### config.mk
export PLATFORM = sky130hd
export DESIGN_NAME = uart_tx
export DESIGN_NICKNAME = d
export VERILOG_FILES = /design/src/rtl/uart_tx.sv
export SDC_FILE = /design/constraint.sdc
export NUM_CORES = 1
export LEC_CHECK = 0
export ABC_CLOCK_PERIOD_IN_PS = 2500
export BUFFER_PORTS_ARGS = -buffer_cell sky130_fd_sc_hd__buf_4
export CAP_MARGIN = 20
export CORE_ASPECT_RATIO = 0.6
export CORE_MARGIN = 5
export CORE_UTILIZATION = 55
export DETAILED_ROUTE_END_ITERATION = 7
export PLACE_DENSITY = 0.87
export RECOVER_POWER = 100
export SLEW_MARGIN = 25
export SYNTH_ARGS = -nofsm -noshare
export SYNTH_HDL_FRONTEND = slang
export SYNTH_SLANG_ARGS = --single-unit
### constraint.sdc
create_clock -name clock -period 2.5 [get_ports clock]
set_input_delay 0.375 -clock clock [delete_from_list [all_inputs] [get_ports clock]]
set_output_delay 0.375 -clock clock [all_outputs]
set_load 0.05 [all_outputs]
### src/rtl/uart_tx.sv
// UART transmitter: byte FIFO feeding an 8N1 serializer (8E1 when UART_TX_PARITY_EN is defined).
// Latency: a byte pushed into an empty FIFO with the line idle drives the start bit one clock later.
// Backpressure: none on uart_in; a push while full (and no pop that edge) is dropped and sets sticky overflow.
module uart_tx #(
  parameter int CLKS_PER_BIT = 16,
  parameter int FIFO_DEPTH   = 8
) (
  input  logic                          clock,
  input  logic                          reset_n,
  input  logic [8:0]                    uart_in,
  output logic                          tx,
  output logic                          busy,
  output logic                          full,
  output logic [$clog2(FIFO_DEPTH):0]   fifo_count,
  output logic                          overflow
);

  localparam int AW = $clog2(FIFO_DEPTH);
  localparam int CW = AW + 1;
  localparam int BW = $clog2(CLKS_PER_BIT);

  localparam logic [BW-1:0] BAUD_LAST = BW'(CLKS_PER_BIT - 1);
  localparam logic [CW-1:0] DEPTH_C   = CW'(FIFO_DEPTH);

  typedef enum logic [2:0] {
    IDLE,
    START,
    DATA,
`ifdef UART_TX_PARITY_EN
    PARITY,
`endif
    STOP
  } state_t;

  // FIFO storage and bookkeeping
  logic [7:0]    mem [FIFO_DEPTH];
  logic [AW-1:0] wr_ptr;
  logic [AW-1:0] rd_ptr;
  logic [CW-1:0] count_q;
  logic [CW-1:0] count_d;
  logic          overflow_q;
  logic          empty;
  logic          full_int;
  logic          push;
  logic          pop;
  logic          drop;

  // Serializer state
  state_t        state_q;
  state_t        state_d;
  logic [BW-1:0] baud_cnt;
  logic [BW-1:0] baud_d;
  logic [2:0]    bit_cnt;
  logic [2:0]    bit_d;
  logic [7:0]    data_q;
  logic [7:0]    data_d;
  logic          tx_q;
  logic          tx_d;
  logic          baud_done;

  assign empty     = (count_q == '0);
  assign full_int  = (count_q == DEPTH_C);
  assign baud_done = (baud_cnt == BAUD_LAST);

  // A pop on the same edge frees a slot, so a push while full is still accepted then.
  assign push = uart_in[8] && (!full_int || pop);
  assign drop = uart_in[8] && full_int && !pop;

  // Occupancy update; simultaneous push and pop leave the count unchanged.
  always_comb begin
    count_d = count_q;
    case ({push, pop})
      2'b10:   count_d = count_q + 1'b1;
      2'b01:   count_d = count_q - 1'b1;
      default: count_d = count_q;
    endcase
  end

  // FIFO data array; contents need no reset because the pointers are cleared.
  always_ff @(posedge clock) begin
    if (push) begin
      mem[wr_ptr] <= uart_in[7:0];
    end
  end

  // FIFO pointers, occupancy and sticky overflow flag.
  always_ff @(posedge clock) begin
    if (!reset_n) begin
      wr_ptr     <= '0;
      rd_ptr     <= '0;
      count_q    <= '0;
      overflow_q <= 1'b0;
    end else begin
      if (push) wr_ptr <= wr_ptr + 1'b1;
      if (pop)  rd_ptr <= rd_ptr + 1'b1;
      count_q <= count_d;
      if (drop) overflow_q <= 1'b1;
    end
  end

  // Next-state, baud/bit counters, pop request and next line level.
  always_comb begin
    state_d = state_q;
    baud_d  = baud_done ? '0 : baud_cnt + 1'b1;
    bit_d   = bit_cnt;
    data_d  = data_q;
    pop     = 1'b0;
    tx_d    = 1'b1;
    case (state_q)
      IDLE: begin
        baud_d = '0;
        if (!empty) begin
          pop     = 1'b1;
          data_d  = mem[rd_ptr];
          state_d = START;
        end
      end
      START: begin
        if (baud_done) begin
          bit_d   = 3'd0;
          state_d = DATA;
        end
      end
      DATA: begin
        if (baud_done) begin
          if (bit_cnt == 3'd7) begin
`ifdef UART_TX_PARITY_EN
            state_d = PARITY;
`else
            state_d = STOP;
`endif
          end else begin
            bit_d = bit_cnt + 1'b1;
          end
        end
      end
`ifdef UART_TX_PARITY_EN
      PARITY: begin
        if (baud_done) begin
          state_d = STOP;
        end
      end
`endif
      STOP: begin
        if (baud_done) begin
          // Chain straight into the next start bit when more data is queued.
          if (!empty) begin
            pop     = 1'b1;
            data_d  = mem[rd_ptr];
            state_d = START;
          end else begin
            state_d = IDLE;
          end
        end
      end
      default: begin
        state_d = IDLE;
        baud_d  = '0;
      end
    endcase

    // Line level for the upcoming bit period, registered so tx never glitches.
    case (state_d)
      START:   tx_d = 1'b0;
      DATA:    tx_d = data_d[bit_d];
`ifdef UART_TX_PARITY_EN
      PARITY:  tx_d = ^data_d;
`endif
      default: tx_d = 1'b1;
    endcase
  end

  // Serializer state register; reset aborts any frame and returns the line to idle.
  always_ff @(posedge clock) begin
    if (!reset_n) begin
      state_q  <= IDLE;
      baud_cnt <= '0;
      bit_cnt  <= '0;
      data_q   <= '0;
      tx_q     <= 1'b1;
    end else begin
      state_q  <= state_d;
      baud_cnt <= baud_d;
      bit_cnt  <= bit_d;
      data_q   <= data_d;
      tx_q     <= tx_d;
    end
  end

  assign tx         = tx_q;
  assign busy       = (state_q != IDLE) || !empty;
  assign full       = full_int;
  assign fifo_count = count_q;
  assign overflow   = overflow_q;

endmodule

== Word level (Yosys, flattened, before mapping) ==
Memory sizes are Yosys's and may differ from the RTL's. A register that Yosys moved wholly into a read port is not among the register bits.
Cells that the tools add are included.
Word-level totals
  bits in read-only memories: 0
  bits in latches: 0
  register bits after elaboration: 30
  output and inout bits: 8
  input port bits: 11
  memory bits (writable): 64
  memories kept: 1
Operators by class
  reductions and logical operators: 14
  add/sub/neg operators: 6
  eq/ne operators: 10
  divide/modulo/power cells: 0
  magnitude comparators: 1
  shifts and indexed selects: 0
  $mul: 0
  muxes and demuxes: 25
  bitwise gates (word level): 2
Memories
  mem: depth 8, width 8, rd ports 1, clocked after Yosys merged registers in 1, wr ports 1, RTL line 36  | logic [7:0] mem [FIFO_DEPTH];
Operators with widths (count)
  two-way mux 3 bit: 10
  two-way mux 8 bit: 2
  one-hot mux 8 bit (2 select lines): 1
  one-hot mux 3 bit (4 select lines): 1
  adder 3 x 1 -> 3 bit, second input constant: 3
  == test 3 x 2 -> 1 bit, second input constant: 3
  adder 4 x 1 -> 4 bit, second input constant: 2
  == test 4 bit, second input constant: 2
  one-hot mux 4 bit (2 select lines): 1
  == test 3 x 1 -> 1 bit, second input constant: 2
  two-way mux 1 bit: 6
  one-hot mux 3 bit (2 select lines): 1
  OR reduction 3 bit: 2
  logical NOT 4 bit: 1
  < comparator 3 x 4 -> 1 bit, second input constant: 1
  one-hot mux 1 bit (2 select lines): 2
  subtractor 4 x 1 -> 4 bit, second input constant: 1
  binary-select mux 1 bit (select 3 bit): 1
  == test 3 bit, second input constant: 1
  logical AND 1 bit: 3
  logical NOT 1 bit: 3
  logical NOT 3 bit: 1
  nonzero test 3 bit: 1
  == test 2 x 1 -> 1 bit, second input constant: 1
  other kinds (4): 6

== Longest topological paths before layout ==
  depth after elaboration: 8
  depth in mapped cells: 12

== Worst setup path after synthesis ==
Ideal clock, no wire load.
  kind: register to register
  from: register count_q[0] (netlist: fifo_count[0])
  to: memory mem[0][0], enable pin
  library setup time: 0.383 ns
  data required time: 2.117 ns
  setup slack: -0.237 ns
  buffers on the path: 0
  data arrival time: 2.354 ns
  cell stages (with the launch flop): 7
  clock period less this slack: 2.737 ns
  cells stage by stage: dfxtp_1 -> nor3_1 -> nand2_1 -> inv_1 -> a21boi_1 -> nand2b_1 -> nor3_1
Between the ends
  elaborated cells on any way between the ends: 10
RTL lines
  start: declaration: RTL line 39  | logic [CW-1:0] count_q;
  start signal: assignment: RTL line 96  | count_q <= count_d;
  == test 4 bit: RTL line 62  | assign full_int = (count_q == DEPTH_C);
  via full: RTL line 13  | output logic full,
  logical NOT 1 bit: RTL line 66  | assign push = uart_in[8] && (!full_int || pop);
  logical OR 1 bit: RTL line 66
  logical AND 1 bit: RTL line 66
  two-way mux 1 bit: RTL line 81  | if (push) begin
  two-way mux 1 bit (implied by the code): RTL line 82  | mem[wr_ptr] <= uart_in[7:0];
  end: declaration: RTL line 36
The timed path passes the listed nets, and every way through them passes these cells.

== Final worst setup path ==
  from: register baud_cnt[0]
  to: register count_q[2] (netlist: fifo_count[2])
Between the ends
  word-level cells in the longest chain between the ends: 7
  elaborated cells on any way between the ends: 9
Ends and longest elaborated chain
  start: declaration: RTL line 51  | logic [BW-1:0] baud_cnt;
  start signal: assignment: RTL line 183  | baud_cnt <= baud_d;
  == test 4 bit *: RTL line 63  | assign baud_done = (baud_cnt == BAUD_LAST);
  two-way mux 1 bit *: RTL line 145  | if (baud_done) begin
  one-hot mux 1 bit (2 select lines) *: RTL line 109  | case (state_q)
  logical OR 1 bit: RTL line 66
  logical AND 1 bit: RTL line 66
  == test 2 x 1 -> 1 bit or == test 2 bit (tied branches): RTL line 72  | case ({push, pop})
  one-hot mux 4 bit (2 select lines) or nonzero test 2 bit (tied branches)
Every way passes the cells marked *; elsewhere a longest branch is shown, timed or not.
A chain may end at the register's enable or synchronous reset.

==> results.toml <==
[synth]
synth_top_area_share_pct = 46.89
syn_nets = 289
synth_cell_types = 55
synthArstFlopShare_pct = 0
syn_area_per_cell_um2 = 15.01
synth-seq-cells = 97
yosys_warnings = 0
syn_area_um2 = 4099
synth_edf_count = 64
synth-main-ff-cell = "edfxtp_1"
syn_inst = 273
yosysSeqAreaShare_pct = 63.00
synth.largest_area_cell = "edfxtp_1"
ys_top_cells_by_area = "edfxtp_1 (47%), dfxtp_1 (16%), mux4_1 (7.7%)"

[clocking]
cts_tree = "yes"
clkSinkCount = 97
cts_max_level = 3
clkLatencyLatePin_ps = 340
postCtsHoldBufs = 0
clockBufferDepth = 2
cts_made_buffers = 9
cts.reportedPaths.clkPinSlew_ps = 70
root_buffer = "clkbuf_16"

[final_layout]
fin_nets = 327
syn2layout_area_growth_pct = 15.32
drive_gt1_share_pct = 18.67
diodes = 0

[worst_setup_path]
worst_path_largest_cell_delay_ps = 360
cpMostUsedCell = "ha_1"
startpoint_type = "register"
worst-setup-path-type = "reg2reg"
cp_cell_sequence = "ha_1 -> nand4_1 -> o21bai_2 -> nand2_2 -> nor2_2 -> xor2_1 -> ha_1 -> nor4_2 -> a21oi_1 -> xnor2_1 -> and2_1"
end_kind = "register"
required_ps = 2730
crit_family = "simple AND/OR/NAND/NOR gates"
cp_slowest_cell = "dfxtp_1"
crit_arrival_ps = 2520
timing.critical_path.buf_inv = 0
cp_max_fo = 6
rrSetupSlack_ps = 200

[grt]
grt_pass1_vias = 2424
antenna_found_initial = 0
globalRouteOverflowTotal = 0
grt_pass1_wl_um = 12700
grtUsageTotal_pct = 17.80
grt_max_degree = 25

[die]
die_h_um = 76.87
num_rows = 24
coreArea_um2 = 7267
dieArea_um2 = 9336
fp.dieW_um = 121.5
ioPinCount = 19
initial_utilization_pct = 56.40

[timing]
final.min_clock_period_ps = 2297
final-hold-violation-count = 0
fin_crit_sh_pct = 91.87
rsz0062_at_grt = "no"
setup_violations = 0
drv_slew = 0
skew_ps = 9.249
worstMarginPinSlew_ps = 630.9
tns_ps = 0
relSlewSlack_pct = 58.12
fmax_mhz = 435.4

[place]
place_hpwl_um = 5268
place_congestion = 0.8041
port_buffers = 18

[power]
p_leak_nw = 1.669
p_total_mw = 4.583
vdd_ir_drop_max_mv = 0.5355
powerDensity_nw_per_um2 = 969.6

[drt]
ant_nets = 0
drtIter0Drc = 127
viasPerCell = 5.736
drc_errors = 0
vias = 2409
wl_per_cell_um = 18.41
firstDrtPassIters = 4
wl_um = 7734

[job]
maxCapViolCount = 0

[run_status]
status = "finished clean"

[worst_hold_path]
min_path_type = "in2reg"
-- Yosys cell counts, types with 2 or more instances --
library cell	n
a21boi_0	2
a21boi_1	2
a21oi_1	8
and2_1	9
and2b_1	3
and3_1	3
buf_2	3
buf_6	3
dfxtp_1	33
edfxtp_1	64
ha_1	5
inv_1	2
mux2_2	2
mux2i_1	11
mux4_1	12
mux4_2	4
nand2_1	11
nand2b_1	5
nand3_1	5
nand3b_1	4
nor2_1	17
nor2b_1	2
nor3_1	14
nor4_1	2
o211a_1	5
o21ai_0	4
o2bb2ai_1	3
xnor2_1	6
xor2_1	3
-- report_power, final --
group	total (mW)	internal [mW]	switching, mW
Clock	1.47	0.885	0.581
Sequential	1.97	1.85	0.117
Combinational	1.15	0.522	0.629
Total	4.58	3.26	1.33
-- path summary, 6_finish.rpt --
| kind | startpoint | to | depth (start not counted) |
|---|---|---|---|
| setup / recovery | baud_cnt[0]$_SDFF_PP0_ | fifo_count[2]$_SDFFE_PN0P_ | 11 |
| hold / removal | reset_n | data_q[2]$_SDFF_PN0_ | 2 |
| setup reg to reg | baud_cnt[0]$_SDFF_PP0_ | fifo_count[2]$_SDFFE_PN0P_ | 11 |
| hold reg to reg | baud_cnt[0]$_SDFF_PP0_ | baud_cnt[0]$_SDFF_PP0_ | 1 |
-- worst register-to-register path, delay by kind of cell, from the launching register on --
kind | cells | cell delay, ps
AO/OA/AOI/OAI | 2 | 320
XOR/XNOR | 2 | 210
adder cells (fa/ha/maj) | 2 | 440
flip-flops | 1 | 360
AND/OR/NAND/NOR | 5 | 860
-- layer usage --
metal | wire length (um) | vias up | track usage [%] | part of all wire, %
li1 | - | 1134 | - | -
met1 | 3660 | 1214 | 25.59 | 47
met2 | 3637 | 54 | 27.05 | 47
met3 | 348 | 7 | 4.265 | 4.5
met4 | 87 | 0 | 5.369 | 1.1
met5 | 0 | - | 0 | 0
-- area by class of cell --
cell class | instances | area [um2]
clock inverter | 7 | 101.3
clock buffer | 9 | 225.2
tap | 104 | 130.1
inverter | 3 | 11.26
multi-input combinational | 162 | 1431
timing repair buffer | 38 | 241.5
sequential | 97 | 2586
fill | 536 | 2540
-- sequential cells by signal (all words and copies together), names as in the netlist, named ones only --
name,cells
wr_ptr,3
state_q,3
tx,1
baud_cnt,4
data_q,8
mem,64
bit_cnt,3
rd_ptr,3
overflow,1
fifo_count,4
-- through the flow --
step | std cells | utilization (%) | cell area (um2) | hold slack [ps] | setup slack (ps)
2_1_floorplan | 273 | - | 4113 | 417.8 | 25.06
3_3_place_gp | 402 | 61.05 | 4437 | 428.2 | 257.1
3_5_place_dp | 402 | 61.05 | 4437 | 437.5 | 135.3
4_1_cts | 418 | 65.55 | 4763 | 268.8 | 31.78
5_1_grt | 420 | 65.05 | 4727 | 403.3 | 12.76
6_report | 420 | 65.05 | 4727 | 395.0 | 203.3
-- repair_timing --
item | in CTS | in global routing
gates resized for setup | 0 | 3
setup endpoints to repair | 0 | 54
setup buffers | 0 | 2
-- cell families after synthesis --
family          count (synthesis)  synth area share (%)
compound gates                 35                 6.685
xor+xnor                        9                 1.923
fa+ha+maj                       5                 1.526
buf+inv                        14                 2.442
flops                          97                 63.00
mux                            29                 13.13
other cells                     1               0.09149
simple gates                   83                 11.20
-- cells in the final DEF, fill, tap and decap left out, types with 5 or more instances in the layout --
master	synthesis	final
edfxtp_1	64	64
nor2_1	17	16
ha_1	5	5
nand2_1	11	10
and2_1	9	9
mux2i_1	11	11
buf_4	1	22
mux4_1	12	12
o211a_1	5	5
nand3_1	5	5
xnor2_1	6	6
clkbuf_16	0	9
nand2b_1	5	5
a21oi_1	8	8
dfxtp_1	33	30
clkbuf_1	1	15
nor3_1	14	12
No activity file was read; power rests on OpenSTA's default activity.
